===== src/rtl/uart_pkg.sv =====
// -----------------------------------------------------------------------------
// uart_pkg
// Shared definitions for the host-link UART blocks (receiver and transmitter).
//   state_t     : receiver frame state
//   DATA_BITS   : data bits per character
//   calc_div()  : clk cycles per oversample tick, rounded to nearest
//   majority3() : 2-of-3 vote used for mid-bit sampling
// -----------------------------------------------------------------------------
package uart_pkg;

   localparam int DATA_BITS = 8;

   typedef enum logic [2:0] {
      ST_IDLE   = 3'd0,
      ST_START  = 3'd1,
      ST_DATA   = 3'd2,
      ST_PARITY = 3'd3,
      ST_STOP   = 3'd4,
      ST_BREAK  = 3'd5
   } state_t;

   // round(clk_freq / (baud * oversample)), evaluated at elaboration time.
   function automatic int calc_div(input longint clk_freq,
                                   input longint baud,
                                   input longint oversample);
      longint den;
      den = baud * oversample;
      return int'((clk_freq + den / 2) / den);
   endfunction

   function automatic logic majority3(input logic a, input logic b, input logic c);
      return (a & b) | (a & c) | (b & c);
   endfunction

endpackage


===== src/rtl/uart_baud_tick.sv =====
// -----------------------------------------------------------------------------
// uart_baud_tick
// Free-running divider producing a one-clk tick every DIV clocks. Shared by the
// receiver and transmitter.
// Ports:
//   clk     in  system clock
//   reset   in  synchronous, active-high reset
//   restart in  forces the divider back to 0 so ticks align to a frame edge
//   tick    out one-clk pulse every DIV clocks (first one DIV clks after restart)
// -----------------------------------------------------------------------------
module uart_baud_tick #(
   parameter int DIV = 27
) (
   input  logic clk,
   input  logic reset,
   input  logic restart,
   output logic tick
);

   localparam int CW = (DIV > 1) ? $clog2(DIV) : 1;
   localparam logic [CW-1:0] LAST = CW'(DIV - 1);

   logic [CW-1:0] cnt_q;

   // NOTE: sequential state uses non-blocking assignments only, so every flop
   // samples pre-edge values regardless of block evaluation order.
   always_ff @(posedge clk) begin
      if (reset || restart) begin
         cnt_q <= '0;
      end else if (cnt_q == LAST) begin
         cnt_q <= '0;
      end else begin
         cnt_q <= cnt_q + CW'(1);
      end
   end

   assign tick = (cnt_q == LAST);

endmodule


===== src/rtl/uart_rx_frame.sv =====
// -----------------------------------------------------------------------------
// uart_rx_frame
// UART receiver for the host link. Oversamples rx, majority-votes each bit at
// mid-bit, deframes 8N1 (8E1 when UART_RX_PARITY_EN is defined) and strobes
// each clean byte to the downstream IO controller.
// Configuration macro: UART_RX_PARITY_EN (adds even-parity bit and parity_err).
// Ports:
//   clk        in   system clock
//   reset      in   synchronous, active-high reset
//   rx         in   asynchronous serial line, idles high
//   rx_data    out  last good byte, held until the next good byte
//   rx_done    out  one-clk strobe, rx_data valid in the same cycle
//   frame_err  out  one-clk strobe, stop bit sampled low
//   parity_err out  one-clk strobe, parity mismatch (0 without parity)
//   busy       out  high whenever the receiver is not idle
// -----------------------------------------------------------------------------
module uart_rx_frame
   import uart_pkg::*;
#(
   parameter int CLK_FREQ   = 50_000_000,
   parameter int BAUD       = 115200,
   parameter int OVERSAMPLE = 16
) (
   input  logic                 clk,
   input  logic                 reset,
   input  logic                 rx,
   output logic [DATA_BITS-1:0] rx_data,
   output logic                 rx_done,
   output logic                 frame_err,
   output logic                 parity_err,
   output logic                 busy
);

   localparam int DIV = calc_div(CLK_FREQ, BAUD, OVERSAMPLE);
   localparam int TW  = $clog2(OVERSAMPLE);
   localparam int M   = OVERSAMPLE / 2 - 1;

   localparam logic [TW-1:0] T_LO   = TW'(M - 1);
   localparam logic [TW-1:0] T_MID  = TW'(M);
   localparam logic [TW-1:0] T_HI   = TW'(M + 1);
   localparam logic [TW-1:0] T_LAST = TW'(OVERSAMPLE - 1);
   localparam logic [2:0]    LAST_BIT = 3'(DATA_BITS - 1);

   // ---------------------------------------------------------------------------
   // Synchronizer and start-edge qualification
   // ---------------------------------------------------------------------------
   logic [1:0] sync_q;
   logic [1:0] fill_q;    // marks when sync_q holds real pin samples, not reset values
   logic       rxs_hi_q;  // rxs was genuinely seen high on the previous clk
   logic       rxs;

   assign rxs = sync_q[1];

   always_ff @(posedge clk) begin
      if (reset) begin
         sync_q   <= 2'b11;
         fill_q   <= 2'b00;
         rxs_hi_q <= 1'b0;
      end else begin
         sync_q   <= {sync_q[0], rx};
         fill_q   <= {fill_q[0], 1'b1};
         // Only a high level observed from the pin itself arms edge detection,
         // so a line held low through reset cannot look like a start edge.
         rxs_hi_q <= fill_q[1] & rxs;
      end
   end

   // ---------------------------------------------------------------------------
   // Tick generation
   // ---------------------------------------------------------------------------
   state_t state_q;
   logic   tick;
   logic   start_edge;

   assign start_edge = (state_q == ST_IDLE) && rxs_hi_q && !rxs;

   uart_baud_tick #(
      .DIV (DIV)
   ) u_tick (
      .clk     (clk),
      .reset   (reset),
      .restart (start_edge),
      .tick    (tick)
   );

   // ---------------------------------------------------------------------------
   // Mid-bit vote
   // ---------------------------------------------------------------------------
   logic [TW-1:0] tcnt_q;
   logic [TW-1:0] tcnt_d;
   logic [1:0]    smp_q;
   logic          vote_now;
   logic          vote_d;

   // NOTE: every signal written in always_comb gets a value on every path,
   // otherwise synthesis infers a latch.
   always_comb begin
      tcnt_d   = (tcnt_q == T_LAST) ? '0 : tcnt_q + TW'(1);
      vote_now = tick && (tcnt_q == T_HI);
      // Third sample is the live line at tick M+1; the first two were stored.
      vote_d   = majority3(smp_q[1], smp_q[0], rxs);
   end

   // ---------------------------------------------------------------------------
   // Frame FSM with registered outputs
   // ---------------------------------------------------------------------------
   logic [2:0]           bit_idx_q;
   logic [DATA_BITS-1:0] shreg_q;
   logic [DATA_BITS-1:0] data_q;
   logic                 done_q;
   logic                 ferr_q;
`ifdef UART_RX_PARITY_EN
   logic                 perr_q;
   logic                 par_bad_q;
`endif

   always_ff @(posedge clk) begin
      if (reset) begin
         // NOTE: the shift register and output byte are reset as well, so a
         // discarded partial frame can never leak into rx_data.
         state_q   <= ST_IDLE;
         tcnt_q    <= '0;
         smp_q     <= '0;
         bit_idx_q <= '0;
         shreg_q   <= '0;
         data_q    <= '0;
         done_q    <= 1'b0;
         ferr_q    <= 1'b0;
`ifdef UART_RX_PARITY_EN
         perr_q    <= 1'b0;
         par_bad_q <= 1'b0;
`endif
      end else begin
         done_q <= 1'b0;
         ferr_q <= 1'b0;
`ifdef UART_RX_PARITY_EN
         perr_q <= 1'b0;
`endif

         if (tick && state_q != ST_IDLE) begin
            tcnt_q <= tcnt_d;
            if (tcnt_q == T_LO || tcnt_q == T_MID) begin
               smp_q <= {smp_q[0], rxs};
            end
         end

         case (state_q)
            ST_IDLE: begin
               if (start_edge) begin
                  state_q   <= ST_START;
                  tcnt_q    <= '0;
                  bit_idx_q <= '0;
`ifdef UART_RX_PARITY_EN
                  par_bad_q <= 1'b0;
`endif
               end
            end

            ST_START: begin
               // A start bit that is not low at mid-bit was a glitch.
               if (vote_now) begin
                  bit_idx_q <= '0;
                  state_q   <= vote_d ? ST_IDLE : ST_DATA;
               end
            end

            ST_DATA: begin
               if (vote_now) begin
                  shreg_q   <= {vote_d, shreg_q[DATA_BITS-1:1]};
                  bit_idx_q <= bit_idx_q + 3'd1;
                  if (bit_idx_q == LAST_BIT) begin
`ifdef UART_RX_PARITY_EN
                     state_q <= ST_PARITY;
`else
                     state_q <= ST_STOP;
`endif
                  end
               end
            end

`ifdef UART_RX_PARITY_EN
            ST_PARITY: begin
               // Even parity: data bits plus parity bit XOR to zero.
               if (vote_now) begin
                  par_bad_q <= vote_d ^ (^shreg_q);
                  state_q   <= ST_STOP;
               end
            end
`endif

            ST_STOP: begin
               if (vote_now) begin
                  if (!vote_d) begin
                     // Framing error wins over a parity error in the same frame.
                     ferr_q  <= 1'b1;
                     state_q <= ST_BREAK;
`ifdef UART_RX_PARITY_EN
                  end else if (par_bad_q) begin
                     perr_q  <= 1'b1;
                     state_q <= ST_IDLE;
`endif
                  end else begin
                     data_q  <= shreg_q;
                     done_q  <= 1'b1;
                     state_q <= ST_IDLE;
                  end
               end
            end

            ST_BREAK: begin
               // Hold off until the line recovers so a stuck-low line cannot
               // retrigger the receiver.
               if (rxs) begin
                  state_q <= ST_IDLE;
               end
            end

            default: begin
               state_q <= ST_IDLE;
            end
         endcase
      end
   end

   assign rx_data   = data_q;
   assign rx_done   = done_q;
   assign frame_err = ferr_q;
   assign busy      = (state_q != ST_IDLE);
`ifdef UART_RX_PARITY_EN
   assign parity_err = perr_q;
`else
   assign parity_err = 1'b0;
`endif

endmodule


===== config.mk =====
export PLATFORM = sky130hd
export DESIGN_NAME = uart_rx_frame
export DESIGN_NICKNAME = d
export VERILOG_FILES = /design/src/rtl/uart_pkg.sv /design/src/rtl/uart_baud_tick.sv /design/src/rtl/uart_rx_frame.sv
export SDC_FILE = /design/constraint.sdc
export NUM_CORES = 1
export LEC_CHECK = 0
export ABC_CLOCK_PERIOD_IN_PS = 1700
export CAP_MARGIN = 20
export CORE_ASPECT_RATIO = 1.25
export CORE_MARGIN = 1
export CORE_UTILIZATION = 45
export DETAILED_ROUTE_END_ITERATION = 8
export PLACE_DENSITY = 0.78
export REMOVE_ABC_BUFFERS = 1
export SLEW_MARGIN = 20
export SYNTH_ARGS = -nofsm -noshare
export SYNTH_HDL_FRONTEND = slang
export SYNTH_HIERARCHICAL = 1
export SYNTH_SLANG_ARGS = --single-unit

===== constraint.sdc =====
create_clock -name clk -period 1.7 [get_ports clk]
set_clock_uncertainty 0.05 [all_clocks]
set_input_delay 0.255 -clock clk [delete_from_list [all_inputs] [get_ports clk]]
set_output_delay 0.255 -clock clk [all_outputs]
set_load 0.1 [all_outputs]

==> out/metrics.yaml, run 1 <==
worstPathCellList: "inv_2 > ha_4 > and4b_1 > and4b_1 > a32oi_2 > or4b_1 > a21oi_1"
cts_max_level: 2
dieWidth_um: 57.16
synthesis.area_um2: 1712
endpoint_kind: "register"
drive_above_1_share_pct: 29.38
cts.clk_slew.worst_paths_ns: 0.07
grt.overflow.total: 0
post-route-period-util_pct: 106.2
power.share.switching_pct: 25.71
clock_tree.root_cell: "sky130_fd_sc_hd__clkbuf_8"
finalSetupViolations: 25
yosys.area.top_type_share_pct: 46.78
drt_drc_violations_left: 2
drt-initial-drc-count: 34
cell_with_the_most_instances_on_the_worst_path: "sky130_fd_sc_hd__and4b_1"
synthesis.instances: 175
globalplace.congestion: 0.8575
power_density_nw_per_um2: 799.9
ir_worst_vdd_mv: 0.5375
run_status: "finished, violations left"
die_height_um: 70.96
num_antenna_cells: 0
hold_path_depth: 1
vias_in_the_first_global_route: 1361
grt_first_pass_wirelength_mm: 6.003
whs_endpoint: "sync_q[1]"
synth.most_common_cell: "sky130_fd_sc_hd__dfxtp_1"
clk_path_buf_depth: 2
totalPowerFinal_uw: 1860
core-area_um2: 3573
yosysSeqAreaShare_pct: 46.78
drv_cap: 0
rr_startpoint: "u_tick/cnt_q[0]"
antenna_found_initial: 0
rsz_0062_raised_after_global_routing: "true"
crit_path_max_incr_delay_ns: 0.49
track_usage_pct: 19.03
floorplan.initialDensity_pct: 47.90
final_antenna_net_count: 0
criticalPathCategory: "register to register"
number_of_nets_at_the_end_of_the_flow: 220
critical_path_buf_inv_count: 1
utilization_pct: 65.06
first_pass_detailed_route_iteration_total: 6
ys.warnings.count: 6
cpLargestDelayFamily: "simple AND/OR/NAND/NOR gates"
syn2layout_area_growth_pct: 35.82
dr_total_vias: 1362
syn_area_per_cell_um2: 9.781
p_int_uw: 1381
cts_buffers: 5
reg2reg_depth: 7
postSynthRegisterBits: 40
worst_hold_startpoint: "sync_q[0]"
synthDistinctLibCells: 43
route.detailed.vias_per_inst: 5.448
p_sw_uw: 478.2
hold_ws_ns: 0.3701
power.combinational.fraction_pct: 12.8
design.die.area_um2: 4056
port-buffer-count: 13
power_frac_clock_pct: 34.7
maximum_number_of_pins_on_one_net_before_global_route_repair: 33
clock_tree_from_tritoncts: "yes"
min_path_type: "register to register"
max_freq_mhz: 553.9
post-route-min-period_ns: 1.805
routed_wl_mm: 3.604
clk_latency_ns: 0.29
post_synth_edffs: 0
regToRegSetupSlack_ns: -0.11
synthDominantAreaCellType: "sky130_fd_sc_hd__dfxtp_1"
yosys-top-cells-count: "sky130_fd_sc_hd__dfxtp_1, sky130_fd_sc_hd__nor2_1, sky130_fd_sc_hd__mux2i_1"
r2r_end: "bit_idx_q[1]"
clock-sinks: 40
critPathSlowestCell: "sky130_fd_sc_hd__or4b_1"
detail_route.wl_per_cell_um: 14.42
critical_path_required_ns: 1.88
timing_hold_violations_final: 0
synthArstFlopShare_pct: 0
share_seq_of_total_power_pct: 52.5
violations_in_the_final_reports: "design-rule violations, negative setup slack"
top_level_ports: 15
ys_dominant_reg_cell: "sky130_fd_sc_hd__dfxtp_1"
final-max-slew-violation-count: 0
static-leakage-power_uw: 0.0009565
std_cell_rows: 24
detailedPlacementHpwl_mm: 2.363
cts_hold_buffers: 0
critical_path.max_fanout: 6
timing.critical_path.from_type: "register"
worst_ep_arrival_time_ns: 1.98
yosys-top-cells-area: "sky130_fd_sc_hd__dfxtp_1, sky130_fd_sc_hd__mux2i_1, sky130_fd_sc_hd__nor2_1"
postLayoutSetupSlackWorst_ns: -0.1054
-- layer usage --
metal / vias to the layer above / track usage [%] / share of wire [%]
met5: - / 0 / 0
met4: 0 / 7.317 / 1.7
met3: 8 / 5.667 / 3.3
met2: 19 / 33.20 / 51
met1: 654 / 21.63 / 44
li1: 681 / - / -
-- worst max-delay path by stage --
stage / cells after the start / startpoint / to / slack [ns]
after floorplan: 4 / state_q[2] / u_tick/cnt_q[2] / -0.45
after global placement: 7 / u_tick/cnt_q[0] / bit_idx_q[1] / -0.13
after detailed placement: 7 / u_tick/cnt_q[0] / bit_idx_q[1] / -0.17
after CTS: 8 / u_tick/cnt_q[0] / state_q[2] / -0.09
after global routing: 8 / u_tick/cnt_q[0] / state_q[2] / -0.19
final: 7 / u_tick/cnt_q[0] / bit_idx_q[1] / -0.11
-- timing repair --
item | CTS | global route
gates resized for setup | 4 | 12
buffers inserted | 2 | 1
endpoints found under the setup margin | 18 | 26
pin swaps | 15 | 14
-- sequential cells by signal, summed over array words and instances (netlist names) --
name and flops:
u_tick/cnt_q 5, fill_q 2, rx_data 8, rxs_hi_q 1, smp_q 2, shreg_q 8
bit_idx_q 3, state_q 3, frame_err 1, tcnt_q 4, rx_done 1, sync_q 2
-- cell usage in the layout, fill, tap and decap left out, types with 2 or more instances in the layout --
cell type / instances
sky130_fd_sc_hd__a21oi_1: 6
sky130_fd_sc_hd__a21oi_2: 3
sky130_fd_sc_hd__a31o_2: 2
sky130_fd_sc_hd__and4b_1: 2
sky130_fd_sc_hd__buf_12: 14
sky130_fd_sc_hd__buf_4: 19
sky130_fd_sc_hd__buf_6: 2
sky130_fd_sc_hd__clkbuf_8: 6
sky130_fd_sc_hd__clkdlybuf4s50_1: 2
sky130_fd_sc_hd__clkinv_2: 2
sky130_fd_sc_hd__dfxtp_1: 38
sky130_fd_sc_hd__dfxtp_2: 2
sky130_fd_sc_hd__ha_1: 6
sky130_fd_sc_hd__inv_1: 4
sky130_fd_sc_hd__mux2i_1: 18
sky130_fd_sc_hd__nand2_1: 5
sky130_fd_sc_hd__nand3_1: 5
sky130_fd_sc_hd__nor2_1: 27
sky130_fd_sc_hd__nor3_1: 2
sky130_fd_sc_hd__o21ai_0: 7
sky130_fd_sc_hd__o311ai_1: 2
sky130_fd_sc_hd__or2_2: 3
sky130_fd_sc_hd__or4_1: 2
sky130_fd_sc_hd__or4b_1: 2
sky130_fd_sc_hd__xor2_1: 4
-- cell type report --
| cell class | count | area (um^2) |
|---|---|---|
| fill | 296 | 1249 |
| sequential | 40 | 803.3 |
| clock buffer | 6 | 82.58 |
| tap | 39 | 48.80 |
| inverter | 5 | 18.77 |
| timing repair buffer | 37 | 465.4 |
| multi-input combinational | 121 | 895.9 |
| clock inverter | 2 | 10.01 |
-- through the flow --
step / TNS, ns / instances / setup slack, ns / area, um^2
global route: -3.280 / 250 / -0.1918 / 2325
CTS: -1.121 / 249 / -0.09016 / 2268
floorplan: -4.454 / 166 / -0.4548 / 1665
global placement: -0.7059 / 239 / -0.1267 / 2150
detailed placement: -1.544 / 239 / -0.1686 / 2150
finish: -1.192 / 250 / -0.1054 / 2325
-- kinds of logic (layout without fill, tap and decap cells) --
family,after synthesis,in the layout,share of synthesized area [%]
AO/OA/AOI/OAI,25,25,9.211
buffers and inverters,14,50,3.801
other,1,1,0.2191
XOR/XNOR,5,5,2.558
multiplexers,18,18,10.53
adder cells (fa/ha/maj),8,8,5.702
AND/OR/NAND/NOR,64,64,21.20
flip-flops,40,40,46.78
-- power groups by stage --
| stage | clock [uW] | sequential, uW | combinational [uW] |
|---|---|---|---|
| global route | 692 | 978 | 252 |
| finish | 646 | 976 | 237 |
| detailed placement | 0 | 993 | 220 |
| CTS | 659 | 972 | 225 |
| floorplan | 0 | 991 | 115 |
| global placement | 0 | 993 | 216 |
No activity file was read; power rests on OpenSTA's default activity.
==> run 2, diff against run 1 <==
Settings changed: CELL_PAD_IN_SITES_DETAIL_PLACEMENT from default to 1, CELL_PAD_IN_SITES_GLOBAL_PLACEMENT from default to 2, CORE_UTILIZATION 45 to 32, PLACE_DENSITY 0.78 to 0.84, SYNTH_HIERARCHICAL 1 to default.
==> run 2 against run 1 <==
The run ends with negative setup slack left. Utilization decreased by 16 points. Hold slack better by 0.026 ns. Flip-flop and latch count did not move. Final cell count rose by 12%. Clock-buffer cell count decreased by 1. Total power increased by 24%. Combinational power is 64% higher. Sequential power about the same. Sequential share of layout area decreased by 2.2 points. Critical path type unchanged. Largest cell class unchanged.
==> out/metrics.yaml, run 2 <==
route.detailed.vias_per_inst: 4.986
placedCellCount: 269
maximum_number_of_pins_on_one_net_before_global_route_repair: 18
worstPathCellList: "ha_1 > ha_1 > a211oi_1 > a21o_1 > a21oi_2 > buf_4 > mux2i_1"
syn2layout_area_growth_pct: 45.38
run_status: "finished, violations left"
share_seq_of_total_power_pct: 43.5
post_synth_edffs: 0
cts_buffers: 5
violations_in_the_final_reports: "negative setup slack"
num_antenna_cells: 0
ys.warnings.count: 0
post_layout_nonfiller_instances: 281
critical_path.max_fanout: 3
r2r_end: "state_q[1]"
routed-wl-met2_mm: 2.588
p_int_uw: 1718
timing_hold_violations_final: 0
clk_path_buf_depth: 2
yosysSeqAreaShare_pct: 46.18
synth_top_family_by_area: "simple AND/OR/NAND/NOR gates"
finalSetupViolations: 3
power.combinational.fraction_pct: 16.9
adder_cell_share_of_the_synthesized_area_pct: 5.628
worst_hold_startpoint: "fill_q[0]"
postLayoutSetupSlackWorst_ns: -0.04674
synthSimpleGateAreaFrac_pct: 20.92
synth_compound_area_share_pct: 9.596
met3WireLength_um: 127
synthesis.instances: 174
postSynthRegisterBits: 40
timing.critical_path.from_type: "register"
seq_area_um2: 814.5
drt-initial-drc-count: 22
synthArstFlopShare_pct: 0
commonest_non_fill_non_tap_cell_in_the_layout: "sky130_fd_sc_hd__dfxtp_1"
criticalPathCategory: "register to register"
top_level_ports: 15
yosys-mux-area-fraction_pct: 11.54
syn_area_per_cell_um2: 9.966
p_sw_uw: 585.8
vias_in_the_first_global_route: 1487
drive_above_1_share_pct: 37.44
number_of_nets_at_the_end_of_the_flow: 229
antenna_found_initial: 0
design.die.area_um2: 5720
worst_ep_arrival_time_ns: 1.90
m1WireLength_mm: 1.825
clk_latency_ns: 0.29
synth.most_common_cell: "sky130_fd_sc_hd__dfxtp_1"
multiInputGateArea_um2: 969.7
crit_path_max_incr_delay_ns: 0.33
most-common-layout-cells: "sky130_fd_sc_hd__dfxtp_1, sky130_fd_sc_hd__nor2_1, sky130_fd_sc_hd__buf_4"
hold_path_depth: 1
routed_wl_mm: 4.663
synthDistinctLibCells: 42
synthesis.area_um2: 1734
drv_cap: 0
critical_path_required_ns: 1.85
rsz_0062_raised_after_global_routing: "true"
critical_path_buf_inv_count: 1
floorplan.initialDensity_pct: 33.66
rr_startpoint: "bit_idx_q[0]"
final_antenna_net_count: 0
power.share.switching_pct: 25.43
globalplace.congestion: 0.7933
cts.clk_slew.worst_paths_ns: 0.08
post-route-period-util_pct: 102.7
final-max-slew-violation-count: 0
critPathSlowestCell: "sky130_fd_sc_hd__dfxtp_1"
power_density_nw_per_um2: 913.6
dr_total_vias: 1401
core-area_um2: 5152
track_usage_pct: 16.22
drt_drc_violations_left: 0
detail_route.wl_per_cell_um: 16.59
max_freq_mhz: 572.5
yosys-top-cells-area: "sky130_fd_sc_hd__dfxtp_1, sky130_fd_sc_hd__mux2i_1, sky130_fd_sc_hd__nor2_1"
clock_tree.root_cell: "sky130_fd_sc_hd__clkbuf_8"
topRoutingLayerUsed: "met4"
std_cell_rows: 29
static-leakage-power_uw: 0.001084
power_frac_clock_pct: 39.6
post-route-min-period_ns: 1.747
cts_max_level: 2
die_height_um: 84.31
hold_ws_ns: 0.3961
clock-sinks: 40
yosys.area.top_type_share_pct: 46.18
regToRegSetupSlack_ns: -0.05
cell_with_the_most_instances_on_the_worst_path: "sky130_fd_sc_hd__ha_1"
endpoint_kind: "register"
cpLargestDelayFamily: "compound AO/OA/AOI/OAI gates"
clock_tree_from_tritoncts: "yes"
first_pass_detailed_route_iteration_total: 4
synth_xor_area_share_pct: 2.525
whs_endpoint: "fill_q[1]"
detailedPlacementHpwl_mm: 3.088
grt_first_pass_wirelength_mm: 6.962
port-buffer-count: 13
grt.overflow.total: 0
fillerInstances: 567
ys_dominant_reg_cell: "sky130_fd_sc_hd__dfxtp_1"
ir_worst_vdd_mv: 0.5993
yosys-top-cells-count: "sky130_fd_sc_hd__dfxtp_1, sky130_fd_sc_hd__nor2_1, sky130_fd_sc_hd__mux2i_1"
synthDominantAreaCellType: "sky130_fd_sc_hd__dfxtp_1"
reg2reg_depth: 7
dieWidth_um: 67.85
min_path_type: "register to register"
==> run 2: per-layer routing <==
layer | track usage, % | vias up
met5 | 0 | -
met4 | 6.818 | 0
met3 | 4.076 | 9
met2 | 29.34 | 23
met1 | 17.06 | 677
li1 | - | 692
==> run 2: worst max path at each step <==
| stage | from | to | slack, ns | cells past startpoint |
|---|---|---|---|---|
| CTS | tcnt_q[1] | bit_idx_q[0] | -0.10 | 6 |
| finish | bit_idx_q[0] | state_q[1] | -0.05 | 7 |
| global placement | tcnt_q[0] | bit_idx_q[0] | -0.05 | 6 |
| floorplan | state_q[2] | tcnt_q[2] | -0.17 | 5 |
| detailed placement | tcnt_q[0] | bit_idx_q[0] | -0.13 | 6 |
| global route | bit_idx_q[0] | state_q[1] | -0.11 | 7 |
==> run 2: cells by family (layout without fill, tap and decap cells) <==
kind of cell,after synthesis,in the layout
AND/OR/NAND/NOR,64,64
adder cells (fa/ha/maj),8,8
XOR/XNOR,5,5
multiplexers,20,20
buffers and inverters,13,58
flip-flops,40,40
AO/OA/AOI/OAI,23,23
other,1,1
==> run 2: worst reg2reg max path, cell delays in order (launching register included) <==
cell	delay, ns
sky130_fd_sc_hd__dfxtp_1	0.33
sky130_fd_sc_hd__ha_1	0.21
sky130_fd_sc_hd__ha_1	0.19
sky130_fd_sc_hd__a211oi_1	0.29
sky130_fd_sc_hd__a21o_1	0.21
sky130_fd_sc_hd__a21oi_2	0.04
sky130_fd_sc_hd__buf_4	0.16
sky130_fd_sc_hd__mux2i_1	0.18
==> run 2: power groups by stage <==
stage | clock, uW | sequential, uW | combinational (uW)
after floorplan | 0 | 1010 | 173
after global placement | 0 | 1000 | 315
after detailed placement | 0 | 1010 | 331
after CTS | 920 | 987 | 342
after global routing | 970 | 1010 | 409
final | 913 | 1000 | 389
==> run 2: stage by stage <==
step / power [uW] / worst slack [ns] / cell area [um^2] / TNS [ns] / util (%)
after floorplan: 1179 / -0.1680 / 1694 / -0.6407 / -
after global placement: 1317 / -0.05199 / 2235 / -0.1070 / 43.37
after detailed placement: 1337 / -0.1256 / 2235 / -0.3845 / 43.37
after CTS: 2249 / -0.1037 / 2414 / -0.1037 / 46.84
after global routing: 2386 / -0.1128 / 2521 / -0.6021 / 48.93
final: 2303 / -0.04674 / 2521 / -0.08539 / 48.93
==> run 2: layout make-up <==
cell class / count / area share (%)
multi-input cells: 121 / 38.46
flip-flops and latches: 40 / 32.31
repair buffers: 46 / 20.30
well taps: 62 / 3.077
clock buffers: 5 / 2.730
clock inverters: 2 / 2.382
inverters: 5 / 0.7444
==> run 2: what timing repair did <==
action	in CTS	in global routing
buffers inserted	3	2
gates resized for setup	13	22
endpoints found under the setup margin	22	29
hold buffers	0	0
pin swaps	5	5
cloned	0	1
